===== config.mk =====
export PLATFORM = sky130hd
export DESIGN_NAME = fetch_issue
export DESIGN_NICKNAME = d
export VERILOG_FILES = /design/src/rtl/fetch_issue.sv
export SDC_FILE = /design/constraint.sdc
export NUM_CORES = 1
export LEC_CHECK = 0
export ABC_AREA = 1
export BUFFER_PORTS_ARGS = -buffer_cell sky130_fd_sc_hd__buf_2
export CORE_UTILIZATION = 57
export CTS_BUF_LIST = sky130_fd_sc_hd__clkbuf_8 sky130_fd_sc_hd__clkbuf_16
export DETAILED_ROUTE_END_ITERATION = 6
export HOLD_SLACK_MARGIN = 0.03
export PLACE_DENSITY = 0.87
export SYNTH_ARGS = -nofsm -noshare
export SYNTH_HDL_FRONTEND = slang
export SYNTH_SLANG_ARGS = --single-unit

===== constraint.sdc =====
create_clock -name CLK -period 7.85 [get_ports CLK]
set_input_delay 1.57 -clock CLK [delete_from_list [all_inputs] [get_ports CLK]]
set_output_delay 1.57 -clock CLK [all_outputs]
set_load 0.02 [all_outputs]

===== src/rtl/fetch_issue.sv =====
// Instruction fetch front end: one outstanding imem read feeding a DEPTH-entry FIFO toward the IF/ID latch (optional FETCH_ALIGN_CHECK_EN).
// Latency: first word visible 1 cycle after a zero-wait ACK; flush discards any in-flight response.
// Backpressure: STALL holds the head; requests continue until the FIFO is full, and REQ is never combinational on STALL.
module fetch_issue #(
    parameter logic [31:0] RESET_PC = 32'hBFC00000,
    parameter int          DEPTH    = 2
) (
    input  logic        CLK,
    input  logic        RESET,
    input  logic        FLUSH,
    input  logic [31:0] REDIRECT_PC,
    input  logic        STALL,
    output logic        IMEM_REQ,
    output logic [31:0] IMEM_ADDR,
    input  logic        IMEM_ACK,
    input  logic [31:0] IMEM_DATA,
    output logic [31:0] Instr1_IF,
    output logic [31:0] Instr_PC_IF,
    output logic [31:0] Instr_PC_Plus4_IF,
    output logic        INSTR_VALID
`ifdef FETCH_ALIGN_CHECK_EN
   ,output logic        ALIGN_ERR
`endif
);

    localparam int              PW       = (DEPTH > 2) ? 2 : 1;
    localparam int              CW       = (DEPTH > 3) ? 3 : 2;
    localparam logic [PW-1:0]   LAST_PTR = PW'(DEPTH - 1);
    localparam logic [CW-1:0]   FULL_CNT = CW'(DEPTH);

    typedef enum logic [1:0] {
        S_FETCH   = 2'd0,
        S_WAIT    = 2'd1,
`ifdef FETCH_ALIGN_CHECK_EN
        S_DISCARD = 2'd2,
        S_HALT    = 2'd3
`else
        S_DISCARD = 2'd2
`endif
    } state_t;

    state_t          state_q, state_d;
    logic [31:0]     fetch_pc_q, fetch_pc_d;
    logic [31:0]     stale_addr_q, stale_addr_d;
    logic [PW-1:0]   rd_ptr_q, rd_ptr_d;
    logic [PW-1:0]   wr_ptr_q, wr_ptr_d;
    logic [CW-1:0]   count_q, count_d;
    logic [31:0]     instr_q [DEPTH];
    logic [31:0]     instr_d [DEPTH];
    logic [31:0]     pc_q    [DEPTH];
    logic [31:0]     pc_d    [DEPTH];
`ifdef FETCH_ALIGN_CHECK_EN
    logic            align_err_q, align_err_d;
`endif

    logic            req;
    logic            ack;
    logic            push;
    logic            pop;
    logic            clear;
    logic            flush_take;

    function automatic logic [PW-1:0] next_ptr(input logic [PW-1:0] p);
        return (p == LAST_PTR) ? '0 : p + 1'b1;
    endfunction

    always_comb begin
        req = 1'b0;
        case (state_q)
            S_FETCH:           req = (count_q < FULL_CNT);
            S_WAIT, S_DISCARD: req = 1'b1;
            default:           req = 1'b0;
        endcase
        ack          = req & IMEM_ACK;
        state_d      = state_q;
        fetch_pc_d   = fetch_pc_q;
        stale_addr_d = stale_addr_q;
        push         = 1'b0;
        clear        = 1'b0;
`ifdef FETCH_ALIGN_CHECK_EN
        align_err_d  = align_err_q;
        flush_take   = FLUSH & ~align_err_q;
`else
        flush_take   = FLUSH;
`endif

        case (state_q)
            S_FETCH: begin
                if (ack) begin
                    push       = 1'b1;
                    fetch_pc_d = fetch_pc_q + 32'd4;
                end else if (req) begin
                    stale_addr_d = fetch_pc_q;
                    state_d      = S_WAIT;
                end
            end
            S_WAIT: begin
                if (ack) begin
                    push       = 1'b1;
                    fetch_pc_d = fetch_pc_q + 32'd4;
                    state_d    = S_FETCH;
                end
            end
            S_DISCARD: begin
`ifdef FETCH_ALIGN_CHECK_EN
                if (ack) state_d = align_err_q ? S_HALT : S_FETCH;
`else
                if (ack) state_d = S_FETCH;
`endif
            end
            default: ;
        endcase

        // A flush owns the cycle: any ACK now is dropped, and a still-pending read must be drained in DISCARD.
        if (flush_take) begin
            clear      = 1'b1;
            push       = 1'b0;
            fetch_pc_d = REDIRECT_PC;
            state_d    = (req && !ack) ? S_DISCARD : S_FETCH;
`ifdef FETCH_ALIGN_CHECK_EN
            if (REDIRECT_PC[1:0] != 2'b00) begin
                align_err_d = 1'b1;
                if (!(req && !ack)) state_d = S_HALT;
            end
`endif
        end
    end

    assign pop = (count_q != '0) & ~STALL & ~FLUSH;

    always_comb begin
        rd_ptr_d = rd_ptr_q;
        wr_ptr_d = wr_ptr_q;
        count_d  = count_q;
        instr_d  = instr_q;
        pc_d     = pc_q;
        if (clear) begin
            rd_ptr_d = '0;
            wr_ptr_d = '0;
            count_d  = '0;
        end else begin
            if (push) begin
                instr_d[wr_ptr_q] = IMEM_DATA;
                pc_d[wr_ptr_q]    = fetch_pc_q;
                wr_ptr_d          = next_ptr(wr_ptr_q);
            end
            if (pop) rd_ptr_d = next_ptr(rd_ptr_q);
            case ({push, pop})
                2'b10:   count_d = count_q + 1'b1;
                2'b01:   count_d = count_q - 1'b1;
                default: count_d = count_q;
            endcase
        end
    end

    always_ff @(posedge CLK or posedge RESET) begin
        if (RESET) begin
            state_q      <= S_FETCH;
            fetch_pc_q   <= RESET_PC;
            stale_addr_q <= RESET_PC;
            rd_ptr_q     <= '0;
            wr_ptr_q     <= '0;
            count_q      <= '0;
            for (int i = 0; i < DEPTH; i++) begin
                instr_q[i] <= '0;
                pc_q[i]    <= '0;
            end
`ifdef FETCH_ALIGN_CHECK_EN
            align_err_q  <= 1'b0;
`endif
        end else begin
            state_q      <= state_d;
            fetch_pc_q   <= fetch_pc_d;
            stale_addr_q <= stale_addr_d;
            rd_ptr_q     <= rd_ptr_d;
            wr_ptr_q     <= wr_ptr_d;
            count_q      <= count_d;
            instr_q      <= instr_d;
            pc_q         <= pc_d;
`ifdef FETCH_ALIGN_CHECK_EN
            align_err_q  <= align_err_d;
`endif
        end
    end

    // Reset forces REQ low immediately, not only after the state register clears.
    assign IMEM_REQ          = req & ~RESET;
    assign IMEM_ADDR         = IMEM_REQ ? ((state_q == S_FETCH) ? fetch_pc_q : stale_addr_q) : '0;
    assign INSTR_VALID       = (count_q != '0);
    assign Instr1_IF         = INSTR_VALID ? instr_q[rd_ptr_q] : '0;
    assign Instr_PC_IF       = INSTR_VALID ? pc_q[rd_ptr_q] : '0;
    assign Instr_PC_Plus4_IF = INSTR_VALID ? (pc_q[rd_ptr_q] + 32'd4) : '0;
`ifdef FETCH_ALIGN_CHECK_EN
    assign ALIGN_ERR         = align_err_q;
`endif

endmodule

Word level (Yosys, flattened, before mapping). Cells that the tools add are included.

$add $sub $neg: 6. Multipliers: 0. Div/mod/pow operators: 0. $lt $le $gt $ge: 4. Equality and inequality tests: 7. Shift-type cells: 0. Multiplexer cells: 37. Bitwise gates (word level): 11. Reductions and logical operators: 17.

Operators by type and width (count): two-way mux 32 bit (15); bitwise mux 64 bit (2); adder 32 x 3 -> 32 bit (second input constant) (2); demux 32 bit (select 1 bit) (1); two-way mux 2 bit (6); two-way mux 1 bit (10); nonzero test 2 bit (5); one-hot mux 2 bit (2 select lines) (2); inequality test 3 bit (second input constant) (2); nonzero test 3 bit (2); inverter 1 bit (5); AND 1 bit (4); equality test 2 x 1 -> 1 bit (second input constant) (2); equality test 2 bit (second input constant) (2); greater-or-equal comparator 2 bit (second input constant) (2); inverter 1 -> 2 bit (2); AND reduction 2 bit (2); AND reduction 4 bit (1); OR reduction 2 bit (2); inequality test 3 x 1 -> 1 bit (second input constant) (1); AND reduction 3 bit (1); adder 1 bit (second input constant) (2); adder 2 x 1 -> 2 bit (second input constant) (1); logical AND 1 bit (2); 6 further kinds (6).

Flip-flop bits (word level): 198. Latch bits: 0. Bits in writable memories: 0. Memory bits (read-only): 0. Input bits: 69. Output and inout bits: 130. Logic and storage cells: 92. Memories kept: 0.

Logic depth before layout (Yosys ltp). Gate-level depths: netlist of run 1.

Depth in word-level cells: 10. Gate-level depth with buffers: 14. Mapped depth without buffers: 13.

Worst setup path before layout of run 1. No wires, ideal clock.

Kind: input to output. Start point: in RESET. End point: out IMEM_ADDR[10]. Arrival: 2.627 ns. Required time: 6.280 ns. Path slack: 3.653 ns. Cell stages on the path: 4. Buffers on the path: 1. Cells stage by stage: nor2_1 -> inv_1 -> clkbuf_1 -> a21oi_1.

Cells in the longest elaborated chain, start to end: 3.

RTL lines: start, declared (line 9) `input logic RESET,`; inverter 1 bit (line 187) `assign IMEM_REQ = req & ~RESET;`; AND 1 bit (line 187); two-way mux 32 bit (line 188) `assign IMEM_ADDR = IMEM_REQ ? ((state_q == S_FETCH) ? fetch_pc_q : stale_addr_q) : '0;`; end, declared (line 14) `output logic [31:0] IMEM_ADDR,`.

No other way between the ends.

Worst setup path after layout of run 1.
Start point: reg rd_ptr_q. End point: out Instr_PC_Plus4_IF[10].

Cells in the longest elaborated chain, start to end: 6.

RTL lines: start, declared (line 45) `logic [PW-1:0] rd_ptr_q, rd_ptr_d;`; start signal, assigned (line 175) `rd_ptr_q <= rd_ptr_d;`; inverter 1 -> 2 bit (implied by the code) (line 192) `assign Instr_PC_Plus4_IF = INSTR_VALID ? (pc_q[rd_ptr_q] + 32'd4) : '0;`; two-way mux 32 bit (implied by the code) (3 in a row) (line 192); adder 32 x 3 -> 32 bit (line 192); two-way mux 32 bit (line 192); end, declared (line 19) `output logic [31:0] Instr_PC_Plus4_IF,`.

No other way between the ends. The select of a mux whose other input is x is not followed.

==> results.toml, run 1 <==
[grt]
grt_max_degree = 117
antenna_found_initial = 0
grt-ovfl-total = 0
grt_pass1_vias = 9929
grt_pass1_wl_um = 49300
grt_util_all_layers = 0.318

[timing]
finalClockSkew_ps = 12.0
slew_viol_final = 0
rsz0062_at_grt = "false"
fmax_ghz = 0.192
maxSlewHeadroom = 0.233
tightest_slew_ps = 1150
finalSetupTns_ps = 0
post-route-min-period_ps = 5200
period_share = 0.663
hold_violations = 0
setup_viol = 0

[worst_setup_path]
cp_slowest_stage_delay_ps = 620
worstPathRequired_ps = 6280
crit_path_frequent_cell = "nand2_1"
crit_path_max_fanout = 64
crit_type = "reg2out"
crit_buf_inv = 4
timing.critical_path.cells = "buf_4 -> inv_4 -> nand2_1 -> nand2_1 -> ha_1 -> nand2_1 -> nor2_4 -> inv_2 -> nor2_4 -> nor2_1 -> nor3_1 -> buf_2"
worst-path-stages = 12
crit_arrival_ps = 3630
path_delay_family = "buffers and inverters"
start_kind = "flop"
reg2regPathDepth = 11
endpoint_kind = "primary output"
slowest_stage = "dfrtp_2"

[power_and_ir_drop]
p_per_area_nw_per_um2 = 409
ir_worst_vdd_uv = 358
p_leak_nw = 6.40

[layout]
stdcell_area_um2 = 12500
n_antenna_cell = 0
fillCellCount = 1616
final_util = 0.667
final_cell_mix = "nand2_1, buf_2, dfrtp_1, inv_1, nor2_1"
drive_gt1_frac = 0.171
layout_commonest_cell = "nand2_1"
areaGrowthSynthToFinish_pct = 14.7
nNetsFinal = 1784

[clock_tree]
cts_max_level = 4
cts_root_buffer = "clkbuf_16"
hold_buffers = 0
numCtsBuffers = 17
cts_setup_buffers = 0
path_clk_slew_ps = 80
cts_tree = "built"
clock_sinks = 198
clock_latency_ps = 450
clockBufferDepth = 2
cts.repair.resized = 0

[place]
port_buffers = 198
gp_congestion = 0.943
place_area_um2 = 11900
hpwlAfterDp_um = 21300

[synth]
syn-num-nets = 1639
ys_types = 34
synth.yosys.seq_area_share = 0.456
synthArstFlopShare = 1.00
netlist_area_um2 = 10900
synth_edf_count = 0
yosys_warnings = 0
synth_seq_cells = 198
syn-instance-count = 1565
ys.flop_type = "dfrtp_1"
syn_avg_cell_area_um2 = 6.98

[floorplan]
die-area_um2 = 19700
dieHeight_um = 140
dieWidth_um = 140
initial_core_util = 0.582
core_area_um2 = 18800
io_pins = 199
num_rows = 50

[routing]
vias_per_cell = 5.57
drtAntennaViolNets = 0
wl_per_cell_um = 15.7
drc = 0
wl_um = 30700
dr_total_vias = 10900
dr.pass1.iters = 6
drt_iter0_drc = 985

[run_status]
status = "complete, no violations"

[run]
drv_cap = 0

[hold_path]
hp-class = "reg2reg"
hold_depth = 2
## flip-flops by register name, summed over array words and instances, names as in the netlist
signal,flops
count_q,2
fetch_pc_q,32
instr_q,64
pc_q,64
rd_ptr_q,1
stale_addr_q,32
state_q,2
wr_ptr_q,1
## layout make-up
class                   count  area, um2  area share
clock buffers              17        425      0.0340
repair buffers            204       1040      0.0827
well taps                 234        293      0.0234
multi-input cells        1148       5070       0.405
clock inverters            15        186      0.0149
inverters                 141        538      0.0429
flip-flops and latches    198       4980       0.397
## per-layer routing
metal / GRT usage / routed length [um]
met5: 0 / 0
met4: 0.0989 / 597
met2: 0.506 / 14200
met3: 0.0615 / 2830
met1: 0.442 / 13100
## path summary, 6_finish.rpt
| check | startpoint | endpoint | slack, ps |
|---|---|---|---|
| worst min-delay path | stale_addr_q[1]$_DFFE_PP0P_ | stale_addr_q[1]$_DFFE_PP0P_ | 490 |
| worst min register to register | stale_addr_q[1]$_DFFE_PP0P_ | stale_addr_q[1]$_DFFE_PP0P_ | 490 |
| worst max register to register | state_q[0]$_DFFE_PP0P_ | pc_q[62]$_DFFE_PP0P_ | 3950 |
| min in group asynchronous | RESET | state_q[1]$_DFFE_PP0P_ | 1350 |
| worst max-delay path | rd_ptr_q$_DFFE_PP0P_ | Instr_PC_Plus4_IF[10] | 2650 |
| max in group asynchronous | RESET | stale_addr_q[18]$_DFFE_PP0P_ | 4800 |
## metrics by stage
step           worst slack [ps]  instances  total power [mW]  hold WS, ps
3_5_place_dp               3130       1925              4.20          474
4_1_cts                    2720       1957              5.11          492
6_report                   2650       1957              5.12          492
3_3_place_gp               3200       1925              4.11          466
5_1_grt                    2440       1957              5.48          503
2_1_floorplan               912       1565              3.47          451
## logic make-up (layout without fill, tap and decap cells)
logic type	count (synthesis)	count (layout)	share of synthesized area
flip-flops	198	198	0.456
AND/OR/NAND/NOR	848	848	0.310
AO/OA/AOI/OAI	277	277	0.131
buffers and inverters	219	377	0.0829
XOR/XNOR	18	18	0.0144
adder cells (fa/ha/maj)	5	5	0.00573
## where the power goes
part           switching [mW]  total [mW]  internal, mW
Sequential              0.297        1.77          1.47
Clock                   0.461       0.900         0.439
Combinational            1.75        2.45         0.705
## synth_stat cells, types with 7 or more instances
cell,number,area share
dfstp_2,18,0.043
o211ai_1,11,0.0076
dfrtp_1,180,0.41
nand2_2,7,0.0040
clkbuf_1,31,0.011
o21ai_1,124,0.057
buf_4,9,0.0062
nor2_2,11,0.0063
nand3_1,51,0.023
nand2_1,615,0.21
a21oi_1,80,0.037
buf_2,31,0.014
inv_1,133,0.046
nand4_1,7,0.0040
o21ai_0,55,0.025
xor2_1,18,0.014
nor2_1,129,0.044
nor3_1,18,0.0082
## worst register-to-register path, delay by kind of cell (launching register included)
family	cells	cell delay (ps)
buf+inv	5	1990
simple gates	4	1110
flops	1	410
fa+ha+maj	1	190
compound gates	1	130
Power figures use the tool's default switching activity.
==> run 2: changes to the inputs <==
clock period = 4.8 ns   (was 7.85 ns; I/O delays follow)
==> run 2 against run 1 <==
Hold slack about the same. Clock-buffer cell count unchanged. Cell area grew 0.86%. Cell count is 0.26% higher. Register-to-register slack lost 2100 ps. Total power increased by 65%. Critical path type unchanged. Highest routed layer unchanged.
==> results.toml, run 2 (synthesis results as in run 1) <==
[power_and_ir_drop]
ir_worst_vdd_uv = 475
power_frac_seq = 0.341
power_mw = 8.45
p_per_area_nw_per_um2 = 669
clkPwrFrac = 0.177
p_sw_frac = 0.484
internal-power_mw = 4.36
comb_power_share = 0.482
p_leak_nw = 6.45
switchingPower_mw = 4.08

[grt]
grt_pass1_wl_um = 49700
antenna_found_initial = 0
grt-ovfl-total = 0
grt_max_degree = 101
grt_util_all_layers = 0.320
grt_pass1_vias = 10200

[worst_setup_path]
endpoint_kind = "primary output"
slowest_stage = "buf_4"
crit_arrival_ps = 2910
crit_type = "reg2out"
crit_path_max_fanout = 66
worstPathRequired_ps = 3840
timing.critical_path.cells = "buf_4 -> o21ai_2 -> inv_1 -> ha_1 -> nand2_1 -> nor2_4 -> nand3_1 -> nor2_2 -> nand3_1 -> nand2_1 -> inv_1 -> buf_2"
reg2reg_slack_ps = 1810
cp_slowest_stage_delay_ps = 570
crit_buf_inv = 4
path_delay_family = "buffers and inverters"
start_kind = "flop"

[layout]
nNetsFinal = 1789
top_regs = "instr_q (64), pc_q (64)"
stdcell_area_um2 = 12600
final_cell_mix = "nand2_1, buf_2, dfrtp_1, inv_1, nor2_1"
areaGrowthSynthToFinish_pct = 15.6
layout_commonest_cell = "nand2_1"
fillCellCount = 1599
n_antenna_cell = 0
drive_gt1_frac = 0.173

[timing]
tightest_slew_ps = 1100
post-route-min-period_ps = 3870
whs_ps = 492
period_share = 0.805
maxSlewHeadroom = 0.267
finalSetupTns_ps = 0
setup_viol = 0
finalClockSkew_ps = 11.0
fmax_ghz = 0.259
hold_violations = 0
rsz0062_at_grt = "false"
slew_viol_final = 0

[clock_tree]
clock_sinks = 198
cts_max_level = 4
clock_latency_ps = 450
hold_buffers = 0
cts.repair.resized = 0
cts_tree = "built"
numCtsBuffers = 17
cts_setup_buffers = 0
path_clk_slew_ps = 70
clockBufferDepth = 2
cts_root_buffer = "clkbuf_16"

[run]
drv_cap = 0

[place]
gp_congestion = 0.952
port_buffers = 198
place_area_um2 = 12000
hpwlAfterDp_um = 21600

[routing]
drtAntennaViolNets = 0
drc = 0
wl_um = 30800
dr.pass1.iters = 5
vias_per_cell = 5.56
drt_iter0_drc = 927
dr_total_vias = 10900
wl_per_cell_um = 15.7

[floorplan]
initial_core_util = 0.582
die-area_um2 = 19700
io_pins = 199
core_area_um2 = 18800
dieWidth_um = 140
num_rows = 50
dieHeight_um = 140

[hold_path]
hp-class = "reg2reg"

[run_status]
status = "complete, no violations"
-- run 2: cell count changes in the layout (fill, tap and decap cells not counted) --
| cell | before | now |
|---|---|---|
| inv_8 | 7 | 8 |
| inv_6 | 2 | 1 |
| clkinv_8 | 4 | 2 |
| bufinv_16 | 0 | 1 |
| buf_12 | 0 | 5 |
| clkinvlp_4 | 0 | 1 |
-- run 2: layer usage --
layer / vias up / GRT usage / part of all wire
li1: 5234 / - / -
met2: 511 / 0.528 / 0.48
met3: 58 / 0.0390 / 0.075
met1: 5112 / 0.438 / 0.42
met4: 0 / 0.113 / 0.023
met5: - / 0 / 0
-- run 2: area by class of cell --
type | count | area, um2 | share of cell area
clock inverter | 15 | 195 | 0.0154
multi-input combinational | 1148 | 5070 | 0.401
clock buffer | 17 | 425 | 0.0337
sequential | 198 | 4980 | 0.394
tap | 234 | 293 | 0.0232
timing repair buffer | 209 | 1140 | 0.0899
inverter | 141 | 537 | 0.0425
-- run 2: worst min-delay path, stage by stage (launching register included) --
cell,delay (ps)
dfrtp_1,350
nand2_1,50
o21ai_0,50
-- run 2: per-stage QoR --
step	std cells	setup WS (ps)	util
finish	1962	935	0.673
CTS	1962	942	0.673
detailed placement	1930	1240	0.640
global placement	1930	1380	0.640
floorplan	1565	1290	-
global route	1962	652	0.673
-- run 2: power by group through the flow --
stage                     logic [mW]  registers [mW]  clock network (mW)
after global placement          3.92            2.85                   0
after global routing            4.50            2.96                1.56
final                           4.07            2.88                1.49
after floorplan                 2.91            2.76                   0
after detailed placement        4.02            2.89                   0
after CTS                       4.05            2.87                1.50
-- run 2: final timing paths --
path / from / end / cells past startpoint
max reg2reg: state_q[0]$_DFFE_PP0P_ / pc_q[60]$_DFFE_PP0P_ / 11
max in group asynchronous: RESET / pc_q[62]$_DFFE_PP0P_ / 3
min reg2reg: stale_addr_q[12]$_DFFE_PP0P_ / stale_addr_q[12]$_DFFE_PP0P_ / 2
max: rd_ptr_q$_DFFE_PP0P_ / Instr_PC_Plus4_IF[20] / 12
min in group asynchronous: RESET / state_q[1]$_DFFE_PP0P_ / 2
min: stale_addr_q[12]$_DFFE_PP0P_ / stale_addr_q[12]$_DFFE_PP0P_ / 2
